File: src/rtl/ripple_count_sequencer_pkg.sv
// Shared definitions for the ripple-counter measurement sequencer.
package ripple_count_sequencer_pkg;

  localparam int CNT_W     = 4;
  localparam int CLR_LIMIT = 16;

  typedef enum logic [2:0] {
    IDLE,
    CLR_PULSE,
    CLR_LOW,
    CLR_SETTLE,
    COUNT,
    SETTLE,
    CAPTURE,
    HOLD
  } state_t;

endpackage

File: src/rtl/ripple_count_sequencer_ev_sync.sv
// Two-flop synchronizer for an asynchronous event line plus rising-edge detect.
// Latency: an edge on async_i shows up on rise_o two to three clocks later, for one cycle.
module ev_sync (
  input  logic clk_i,
  input  logic rst_n_i,
  input  logic async_i,
  output logic rise_o
);

  logic [1:0] sync_q;
  logic       prev_q;

  always_ff @(posedge clk_i or negedge rst_n_i) begin
    if (!rst_n_i) begin
      sync_q <= '0;
      prev_q <= 1'b0;
    end else begin
      sync_q <= {sync_q[0], async_i};
      prev_q <= sync_q[1];
    end
  end

  assign rise_o = sync_q[1] & ~prev_q;

endmodule

File: src/rtl/ripple_count_sequencer.sv
// Clears an external 4-bit ripple counter, gates events into it for a window, then captures it.
// The result is held in HOLD until result_ready; start is accepted only in IDLE.
module ripple_count_sequencer
  import ripple_count_sequencer_pkg::*;
#(
  parameter int SETTLE_CYC = 4,
  parameter int WIN_W      = 8
) (
  input  logic             CLK,
  input  logic             RST_N,
  input  logic             start,
  input  logic [WIN_W-1:0] win_len,
  input  logic             ev_in,
  input  logic [CNT_W-1:0] cnt_q,
  output logic             cnt_clk,
  output logic [CNT_W-1:0] cnt_t,
  output logic             busy,
  output logic [CNT_W-1:0] result,
  output logic             result_valid,
  input  logic             result_ready,
  output logic             overflow,
  output logic             mismatch,
  output logic             clr_err
);

  state_t             state_q, state_d;
  logic [WIN_W-1:0]   rem_q, rem_d;
  logic [3:0]         settle_q, settle_d;
  logic [4:0]         clr_cnt_q, clr_cnt_d;
  logic [4:0]         shadow_q, shadow_d;
  logic               cnt_clk_q, cnt_clk_d;
  logic [CNT_W-1:0]   result_q, result_d;
  logic               ovf_q, ovf_d;
  logic               mis_q, mis_d;
  logic               clr_err_q, clr_err_d;
  logic               ev_rise;
  logic               settle_adv;
  logic               settle_done;

  ev_sync u_ev_sync (
    .clk_i   (CLK),
    .rst_n_i (RST_N),
    .async_i (ev_in),
    .rise_o  (ev_rise)
  );

  assign settle_done = (settle_q == 4'(SETTLE_CYC - 1));

  always_comb begin
    state_d    = state_q;
    rem_d      = rem_q;
    clr_cnt_d  = clr_cnt_q;
    shadow_d   = shadow_q;
    result_d   = result_q;
    ovf_d      = ovf_q;
    mis_d      = mis_q;
    clr_err_d  = clr_err_q;
    cnt_clk_d  = 1'b0;
    settle_adv = 1'b0;

    case (state_q)
      IDLE: begin
        if (start) begin
          rem_d     = win_len;
          clr_cnt_d = '0;
          shadow_d  = '0;
          ovf_d     = 1'b0;
          mis_d     = 1'b0;
          clr_err_d = 1'b0;
          state_d   = CLR_SETTLE;
        end
      end
      CLR_SETTLE: begin
        settle_adv = 1'b1;
        if (settle_done) begin
          if (cnt_q == '0) begin
            state_d = (rem_q == '0) ? SETTLE : COUNT;
          end else if (clr_cnt_q == 5'(CLR_LIMIT)) begin
            clr_err_d = 1'b1;
            state_d   = CAPTURE;
          end else begin
            cnt_clk_d = 1'b1;
            state_d   = CLR_PULSE;
          end
        end
      end
      CLR_PULSE: begin
        clr_cnt_d = clr_cnt_q + 5'd1;
        state_d   = CLR_LOW;
      end
      CLR_LOW: begin
        state_d = CLR_SETTLE;
      end
      COUNT: begin
        // Synchronized rises are at least two cycles apart, so each pulse gets a low cycle.
        if (ev_rise) begin
          cnt_clk_d = 1'b1;
          shadow_d  = (shadow_q == 5'd31) ? shadow_q : shadow_q + 5'd1;
        end
        rem_d = rem_q - WIN_W'(1);
        if (rem_q == WIN_W'(1)) begin
          state_d = SETTLE;
        end
      end
      SETTLE: begin
        // A pulse for an event seen in the last COUNT cycle may still be high here;
        // the settle time is measured from its falling edge.
        settle_adv = ~cnt_clk_q;
        if (settle_adv && settle_done) begin
          state_d = CAPTURE;
        end
      end
      CAPTURE: begin
        result_d = cnt_q;
        ovf_d    = (shadow_q > 5'd15);
        mis_d    = (cnt_q != shadow_q[3:0]);
        state_d  = HOLD;
      end
      HOLD: begin
        if (result_ready) begin
          state_d = IDLE;
        end
      end
      default: state_d = IDLE;
    endcase

    if (state_d != state_q) begin
      settle_d = '0;
    end else if (settle_adv) begin
      settle_d = settle_q + 4'd1;
    end else begin
      settle_d = settle_q;
    end
  end

  always_ff @(posedge CLK or negedge RST_N) begin
    if (!RST_N) begin
      state_q   <= IDLE;
      rem_q     <= '0;
      settle_q  <= '0;
      clr_cnt_q <= '0;
      shadow_q  <= '0;
      cnt_clk_q <= 1'b0;
      result_q  <= '0;
      ovf_q     <= 1'b0;
      mis_q     <= 1'b0;
      clr_err_q <= 1'b0;
    end else begin
      state_q   <= state_d;
      rem_q     <= rem_d;
      settle_q  <= settle_d;
      clr_cnt_q <= clr_cnt_d;
      shadow_q  <= shadow_d;
      cnt_clk_q <= cnt_clk_d;
      result_q  <= result_d;
      ovf_q     <= ovf_d;
      mis_q     <= mis_d;
      clr_err_q <= clr_err_d;
    end
  end

  assign busy         = (state_q != IDLE);
  assign cnt_t        = busy ? '1 : '0;
  assign cnt_clk      = cnt_clk_q;
  assign result       = result_q;
  assign result_valid = (state_q == HOLD);
  assign overflow     = ovf_q;
  assign mismatch     = mis_q;
  assign clr_err      = clr_err_q;

endmodule
File: config.mk
export PLATFORM = sky130hd
export DESIGN_NAME = ripple_count_sequencer
export DESIGN_NICKNAME = d
export VERILOG_FILES = /design/src/rtl/ripple_count_sequencer_pkg.sv /design/src/rtl/ripple_count_sequencer_ev_sync.sv /design/src/rtl/ripple_count_sequencer.sv
export SDC_FILE = /design/constraint.sdc
export NUM_CORES = 1
export LEC_CHECK = 0
export CAP_MARGIN = 20
export CORE_MARGIN = 5
export CORE_UTILIZATION = 40
export DETAILED_ROUTE_END_ITERATION = 7
export PLACE_DENSITY = 0.76
export SLEW_MARGIN = 0
export SYNTH_ARGS = -nofsm -noshare
export SYNTH_HDL_FRONTEND = slang
export SYNTH_HIERARCHICAL = 1
export SYNTH_SLANG_ARGS = --single-unit
File: constraint.sdc
create_clock -name CLK -period 2.2 [get_ports CLK]
set_input_delay 0.44 -clock CLK [delete_from_list [all_inputs] [get_ports CLK]]
set_output_delay 0.44 -clock CLK [all_outputs]
set_load 0.005 [all_outputs]
==> flow_metrics.tcl, run 1 <==
set metrics [dict create \
    fin_nets 272 \
    finClkSkew_ns 0.009931 \
    vias 1676 \
    critical_path_class "reg -> reg" \
    hp-class "in -> async" \
    critical_path_required_ns 2.36 \
    rsz0062_at_grt "no" \
    final_cell_mix "dfrtp_1 (36), clkdlybuf4s50_1 (29), nand2_1 (22), buf_4 (17), o21ai_0 (13)" \
    ys_async_sr_fraction_pct 100.0 \
    yosysSeqAreaShare_pct 45.11 \
    yosys_warnings 6 \
    final_area_mm2 0.002546 \
    synthCells 202 \
    gr-usage-all-layers_pct 15.20 \
    layout_commonest_cell "dfrtp_1" \
    portBuffers 30 \
    detail_route.iter0.violations 151 \
    status "complete, no violations" \
    core_mm2 0.004786 \
    synth_nets 228 \
    setup_viol 0 \
    clk_latency_ns 0.29 \
    die_h_um 80.66 \
    drv_cap 0 \
    cts_tree "done" \
    final_max_slew_viol_count 0 \
    timing.final.crit_share_pct 96.22 \
    via_per_inst 5.355 \
    dr.pass1.iters 4 \
    grt_pass1_wl_um 7527 \
    dp.cells 304 \
    arrival_ns 2.28 \
    antenna_found_initial 0 \
    period_needed_ns 2.117 \
    ys_types 56 \
    final_cells 313 \
    clockBufferDepth 2 \
    cts_hold_buf 0 \
    ios 31 \
    power.density_mw_per_mm2 1110 \
    antenna_left 0 \
    clock_sinks 36 \
    ys.flop_type "dfrtp_1" \
    wl_per_cell_um 14.74 \
    synthMuxAreaShare_pct 3.258 \
    syn_avg_cell_area_um2 9.886 \
    hpwl_um 3286 \
    h-tree-depth 2 \
    fillers 447 \
    cp_max_fo 4 \
    fmax_ghz 0.4724 \
    num_rows 25 \
    total_leakage_power_nw 1.102 \
    finalWirelength_um 4614 \
    synth_edf_count 0 \
    gp_congestion 0.8435 \
    synth_xor_area_share_pct 4.386 \
    endpoint_kind "flip-flop" \
    netlist_area_mm2 0.001997 \
    synthAdderAreaFrac_pct 5.639 \
    die_w_um 80.66 \
    synth_compound_area_share_pct 16.35 \
    ys_ff_latch 36 \
    drc_errors 0 \
    cp-start-kind "flip-flop" \
    synth_top_family_by_area "simple AND/OR/NAND/NOR gates" \
    n_antenna_cell 0 \
    hold_ws_ns 0.2297 \
    clock-root-buffer "clkbuf_8" \
    grt_max_degree 37 \
    grt_pass1_vias 1660 \
    syn2layout_area_growth_pct 27.51 \
    initial_core_util_pct 41.73 \
    hold_violations 0 \
    clkTransAtPathRegs_ns 0.08 \
    ir_drop_mv 0.6062 \
    rrSetupSlack_ns 0.08 \
    fin_total_pwr_w 0.002826 \
    drive_gt1_share_pct 17.07 \
    die-area_mm2 0.006505 \
    grt_remaining_overflow 0 \
    tightest_slew_ns 0.8026 \
    slew_headroom_pct 46.49 \
    cts_buffers 5 \
    place_area_mm2 0.002427 \
    synthSimpleGateAreaFrac_pct 20.49 \
]
cell usage after synthesis (all sizes together), types with 4 or more instances:
cell type	n	area share (%)
nor3	9	2.3
a21oi	4	1.0
nor2b	4	1.6
a31oi	4	1.3
buf	7	2.5
nand3	9	2.5
inv	9	1.7
ha	9	5.6
nor4	5	1.6
dfrtp	36	45
xor2	7	3.1
mux2	4	2.3
nand2	23	4.4
nor2	7	1.3
o21ai	14	3.5
state kept, by name, summed over array words and instances, names as in the netlist, 2 cells and up:
| name | cells |
|---|---|
| clr_cnt_q | 5 |
| rem_q | 8 |
| result | 4 |
| settle_q | 4 |
| shadow_q | 5 |
| state_q | 3 |
| u_ev_sync/sync_q | 2 |
power by group:
part           total, W  switching [W]  internal, W
sequential      0.00113       0.000225     0.000903
combinational   0.00119       0.000575     0.000611
clock          0.000512       0.000233     0.000279
critical path: stages (launching register included):
cell      delay, ns
dfrtp_1        0.42
inv_1          0.09
ha_1           0.14
nor4bb_1       0.44
o21ba_2        0.26
a21boi_0       0.11
o31ai_1        0.29
buf_4          0.18
nor3_1         0.05
final timing paths:
check                                              startpoint                             to  cells after the start
worst max-delay path                 clr_cnt_q[0]$_DFFE_PN0P_        settle_q[2]$_DFFE_PN0P_                      8
worst min-delay path                                    RST_N           rem_q[4]$_DFFE_PN0P_                      1
worst max register to register       clr_cnt_q[0]$_DFFE_PN0P_        settle_q[2]$_DFFE_PN0P_                      8
worst min register to register  u_ev_sync/sync_q[0]$_DFF_PN0_  u_ev_sync/sync_q[1]$_DFF_PN0_                      0
max in group asynchronous                               RST_N              cnt_clk$_DFF_PN0_                      1
min in group CLK                u_ev_sync/sync_q[0]$_DFF_PN0_  u_ev_sync/sync_q[1]$_DFF_PN0_                      0
routing by layer:
layer	vias up	global-route usage, %	wire length (µm)
met5	-	0	0
met4	0	6.081	67
met3	8	4.148	312
met2	60	24.42	2124
met1	785	19.26	2110
li1	823	-	-
per-stage QoR:
step / util, % / setup slack, ns / TNS, ns
global route: 53.20 / 0.02941 / 0
global placement: 50.72 / 0.0006777 / 0
finish: 53.20 / 0.08321 / 0
CTS: 52.73 / 0.04481 / 0
floorplan: - / 0.1076 / 0
detailed placement: 50.72 / -0.04651 / -0.1269
layout make-up:
class	instances	area, µm²	share of cell area (%)
Tap cell	67	83.83	3.292
Inverter	9	33.78	1.327
Sequential cell	36	900.9	35.38
Clock buffer	7	96.34	3.784
Timing Repair Buffer	47	422.9	16.61
Multi-Input combinational cell	147	1008	39.61
what timing repair did:
action,CTS,global route
setup buffers,0,2
pin swaps,0,1
setup endpoints to repair,4,9
gates resized for setup,1,3
kinds of logic after synthesis:
logic type | after synthesis
compound gates | 47
xor+xnor | 10
fa+ha+maj | 9
buf+inv | 19
flops | 36
mux | 6
simple gates | 75
(Power assumes the default switching activity.)
==> inputs of run 2 (changes only) <==
- DONT_BUFFER_PORTS: default -> 1
- PLACE_DENSITY: 0.76 -> 0.67
==> flow_metrics.tcl, run 2 (synthesis results as in run 1) <==
set metrics [dict create \
    die_h_um 80.66 \
    tightest_slew_ns 0.4613 \
    cts_buffers 5 \
    hold_ws_ns 0.1722 \
    hp-class "in -> reg" \
    gp_congestion 0.8049 \
    grt-busiest-layer "met2" \
    cts_tree "done" \
    layout_commonest_cell "dfrtp_1" \
    rsz0062_at_grt "no" \
    grt_use_met1_pct 18.05 \
    ff_latch_area_um2 900.9 \
    grt_remaining_overflow 0 \
    core_mm2 0.004786 \
    p_seq_share_pct 44.6 \
    slew_headroom_pct 68.86 \
    reg_top3 "rem_q (8), clr_cnt_q (5), shadow_q (5)" \
    antenna_found_initial 0 \
    rrSetupSlack_ns 0.15 \
    fillers 470 \
    critical_path_required_ns 2.37 \
    grt_use_met3_pct 4.709 \
    use_met2_pct 22.35 \
    fmax_ghz 0.4890 \
    p_int_w 0.001589 \
    syn2layout_area_growth_pct 11.47 \
    via_per_inst 5.546 \
    ir_drop_mv 0.5801 \
    dp.cells 270 \
    grt_pass1_wl_um 7038 \
    grt_pass1_vias 1509 \
    portBuffers 0 \
    largest_reg_flops 8 \
    wl_per_cell_um 15.21 \
    clk_latency_ns 0.29 \
    cp-start-kind "flip-flop" \
    largest_register "rem_q" \
    num_rows 25 \
    setup_ws_ns 0.1549 \
    clkPwrFrac_pct 19.2 \
    ios 31 \
    clock_sinks 36 \
    comb_power_share_pct 36.2 \
    dp_slack_ns 0.1045 \
    status "complete, no violations" \
    antenna_left 0 \
    setup_viol 0 \
    postCtsSetupRepairBufs 0 \
    gr-usage-all-layers_pct 14.17 \
    finClkSkew_ns 0.006839 \
    final_cells 280 \
    h-tree-depth 2 \
    hpwl_um 3102 \
    fin_nets 238 \
    endpoint_kind "flip-flop" \
    finalWirelength_um 4258 \
    n_antenna_cell 0 \
    clock-root-buffer "clkbuf_8" \
    hold_violations 0 \
    die-area_mm2 0.006505 \
    cp_max_fo 5 \
    total_leakage_power_nw 0.9589 \
    initial_core_util_pct 41.73 \
    clkTransAtPathRegs_ns 0.07 \
    swShare_pct 38.21 \
    multi_input_area_mm2 0.001001 \
    timing.final.crit_share_pct 92.96 \
    arrival_ns 2.21 \
    drv_cap 0 \
    grt_max_degree 37 \
    critical_path_class "reg -> reg" \
    period_needed_ns 2.045 \
    final_max_slew_viol_count 0 \
    drc_errors 0 \
    final_cell_mix "dfrtp_1 (36), nand2_1 (22), o21ai_0 (13), buf_4 (11)" \
    clockBufferDepth 2 \
    vias 1553 \
    die_w_um 80.66 \
    detail_route.iter0.violations 115 \
    fin_tns_setup_ns 0 \
    power.density_mw_per_mm2 1155 \
    drive_gt1_share_pct 16.43 \
    switchingPower_w 0.0009828 \
    dr.pass1.iters 4 \
]
run 2: cell types whose count changed in the layout (fill, tap and decap cells not counted), sizes merged:
cell / before / now
dlygate4sd3: 0 / 1
clkdlybuf4s50: 29 / 0
clkinvlp: 0 / 1
buf: 18 / 12
run 2: area by class of cell:
class / count / share of cell area [%]
clock buffer: 7 / 3.879
clock inverter: 1 / 0.3373
inverter: 9 / 1.518
multi-input combinational: 147 / 44.97
sequential: 36 / 40.47
tap: 67 / 3.766
timing repair buffer: 13 / 5.059
run 2: metal layers:
layer / vias to the layer above / share of wire, % / routed length (µm)
li1: 754 / - / -
met1: 744 / 47 / 1985
met2: 49 / 45 / 1902
met3: 6 / 7.4 / 316
met4: 0 / 1.3 / 55
met5: - / 0 / 0
run 2: final timing paths:
path	startpoint	to	cells past startpoint
max	settle_q[0]$_DFFE_PN0P_	settle_q[1]$_DFFE_PN0P_	7
min	ev_in	u_ev_sync/sync_q[0]$_DFF_PN0_	0
max reg2reg	settle_q[0]$_DFFE_PN0P_	settle_q[1]$_DFFE_PN0P_	7
min reg2reg	u_ev_sync/sync_q[0]$_DFF_PN0_	u_ev_sync/sync_q[1]$_DFF_PN0_	0
max in group asynchronous	RST_N	state_q[1]$_DFF_PN0_	2
min in group asynchronous	RST_N	clr_cnt_q[0]$_DFFE_PN0P_	2
run 2: power by group through the flow:
stage	logic, W	clock network, W	registers, W
finish	0.000931	0.000495	0.00115
floorplan	0.000727	0	0.00110
global placement	0.000889	0	0.00115
global route	0.00106	0.000533	0.00118
CTS	0.000933	0.000507	0.00115
detailed placement	0.000912	0	0.00115
run 2: critical path, cell delays in order, from the launching register on:
cell and delay [ns]:
dfrtp_1 0.39, ha_1 0.18, or3b_2 0.50, o21ai_1 0.18, o311ai_0 0.17, o31ai_1 0.27
buf_4 0.16, nor3_1 0.05
run 2: per-stage QoR:
step	power, W	utilization, %	instance area (µm²)
after floorplan	0.001824	-	1997
after global placement	0.002038	43.92	2102
after detailed placement	0.002063	43.92	2102
after CTS	0.002586	46.51	2226
after global routing	0.002781	46.51	2226
final	0.002572	46.51	2226
run 2: what timing repair did:
| item | in CTS | in global routing |
|---|---|---|
| hold buffers | 2 | 0 |
| endpoints found under the setup margin | 0 | 4 |
| hold endpoints to repair | 36 | 0 |
| gates resized for setup | 0 | 1 |
==> inputs of run 3 (changes only) <==
- CORE_UTILIZATION: 40 -> 30
- CTS_BUF_LIST: default -> sky130_fd_sc_hd__clkbuf_4 sky130_fd_sc_hd__clkbuf_8
- MAX_ROUTING_LAYER: default -> met4
- PLACE_DENSITY: 0.67 -> 0.56
==> flow_metrics.tcl, run 3 (synthesis results as in run 1) <==
set metrics [dict create \
    syn2layout_area_growth_pct 12.47 \
    total_leakage_power_nw 0.9673 \
    clock-root-buffer "clkbuf_8" \
    tightest_slew_ns 0.4301 \
    largest_reg_flops 8 \
    ir_drop_mv 0.4619 \
    drc_errors 0 \
    initial_core_util_pct 31.09 \
    cp_top_family "compound AO/OA/AOI/OAI gates" \
    crit_buf_inv 1 \
    die_h_um 91.59 \
    fin_tns_setup_ns 0 \
    cp_slowest_cell "or3b_2" \
    utilization_pct 34.97 \
    clockBufferDepth 2 \
    timing.final.crit_share_pct 91.23 \
    grt_max_degree 37 \
    drive_gt1_share_pct 17.37 \
    clock_sinks 36 \
    slew_headroom_pct 70.96 \
    via_per_inst 5.259 \
    final_area_mm2 0.002246 \
    grt_remaining_overflow 0 \
    gr-usage-all-layers_pct 12.02 \
    fin_nets 238 \
    die_w_um 91.59 \
    finClkSkew_ns 0.006201 \
    layout_commonest_cell "dfrtp_1" \
    hold_ws_ns 0.1832 \
    status "complete, no violations" \
    hp-class "in -> reg" \
    drv_cap 0 \
    critical_path_class "reg -> reg" \
    dr.pass1.iters 4 \
    grt_pass1_vias 1618 \
    dp_slack_ns 0.1241 \
    die-area_mm2 0.008388 \
    cts_buffers 5 \
    detail_route.iter0.violations 46 \
    power.density_mw_per_mm2 1158 \
    num_rows 29 \
    endpoint_kind "flip-flop" \
    crit_path_cell_trace "ha_1 > or3b_2 > o21ba_2 > a21boi_0 > o31ai_1 > buf_4 > nor3_1" \
    h-tree-depth 2 \
    slowest_delay_ns 0.50 \
    antenna_left 0 \
    hpwl_um 3264 \
    antenna_found_initial 0 \
    largest_register "rem_q" \
    core_mm2 0.006422 \
    cp_max_fo 5 \
    clkTransAtPathRegs_ns 0.07 \
    period_needed_ns 2.007 \
    hold_path_depth 0 \
    reg2regPathDepth 7 \
    clk_latency_ns 0.28 \
    setup_viol 0 \
    reg_top3 "rem_q (8), clr_cnt_q (5), shadow_q (5)" \
    rsz0062_at_grt "no" \
    portBuffers 0 \
    arrival_ns 2.17 \
    finalWirelength_um 4410 \
    grt_pass1_wl_um 7928 \
    n_antenna_cell 0 \
    cts_tree "done" \
    cp-start-kind "flip-flop" \
    hold_violations 0 \
    setup_ws_ns 0.1930 \
    final_cell_mix "dfrtp_1 (36), nand2_1 (22), o21ai_0 (13), buf_4 (11)" \
    place_area_mm2 0.002115 \
    gp_congestion 0.8377 \
    wl_per_cell_um 15.21 \
    critical_path_required_ns 2.36 \
    worst-path-stages 7 \
    final_max_slew_viol_count 0 \
    fmax_ghz 0.4983 \
    ios 31 \
    vias 1525 \
]
run 3: changes by cell type in the layout (fill, tap and decap cells not counted):
cell        previous run  this run
clkbuf_1               1         0
clkinvlp_4             1         0
o21ai_1                1         0
o21ai_2                0         1
clkbuf_4               0         2
run 3: worst paths after layout:
kind | startpoint | end | slack, ns
hold reg to reg | u_ev_sync/sync_q[0]$_DFF_PN0_ | u_ev_sync/sync_q[1]$_DFF_PN0_ | 0.35
setup / recovery | settle_q[0]$_DFFE_PN0P_ | settle_q[1]$_DFFE_PN0P_ | 0.19
max in group asynchronous | RST_N | result[2]$_DFFE_PN0P_ | 1.40
setup reg to reg | settle_q[0]$_DFFE_PN0P_ | settle_q[1]$_DFFE_PN0P_ | 0.19
hold / removal | ev_in | u_ev_sync/sync_q[0]$_DFF_PN0_ | 0.18
min in group asynchronous | RST_N | rem_q[2]$_DFFE_PN0P_ | 0.60
run 3: layout make-up:
type	count	area (µm²)
clock buffers	8	97.59
fillers	643	4177
inverters	9	33.78
multi-input cells	147	1005
flip-flops and latches	36	900.9
well taps	77	96.34
repair buffers	13	112.6
run 3: repair_timing:
item | CTS | global route
hold buffers | 2 | 0
gates resized for setup | 0 | 2
buffers inserted | 0 | 0
endpoints found under the setup margin | 0 | 4
endpoints found under the hold margin | 36 | 0
run 3: metrics by stage:
| step | std cells | total power, W |
|---|---|---|
| floorplan | 202 | 0.001824 |
| global placement | 280 | 0.002046 |
| detailed placement | 280 | 0.002074 |
| CTS | 290 | 0.002634 |
| global route | 290 | 0.002840 |
| finish | 290 | 0.002601 |
run 3: routing by layer:
layer / global-route usage (%) / wire length (µm) / vias up
met1: 15.64 / 2201 / 742
met3: 4.132 / 253 / 6
met5: - / 0 / -
li1: - / - / 751
met2: 17.71 / 1912 / 26
met4: 3.392 / 42 / 0
run 3: power breakdown:
part	switching (W)	total [W]	internal, W	leakage [nW]
clock network	0.000236	0.000517	0.000280	0.0523
registers	0.000245	0.00115	0.000903	0.451
logic	0.000502	0.000936	0.000434	0.464
total	0.000984	0.00260	0.00162	0.967
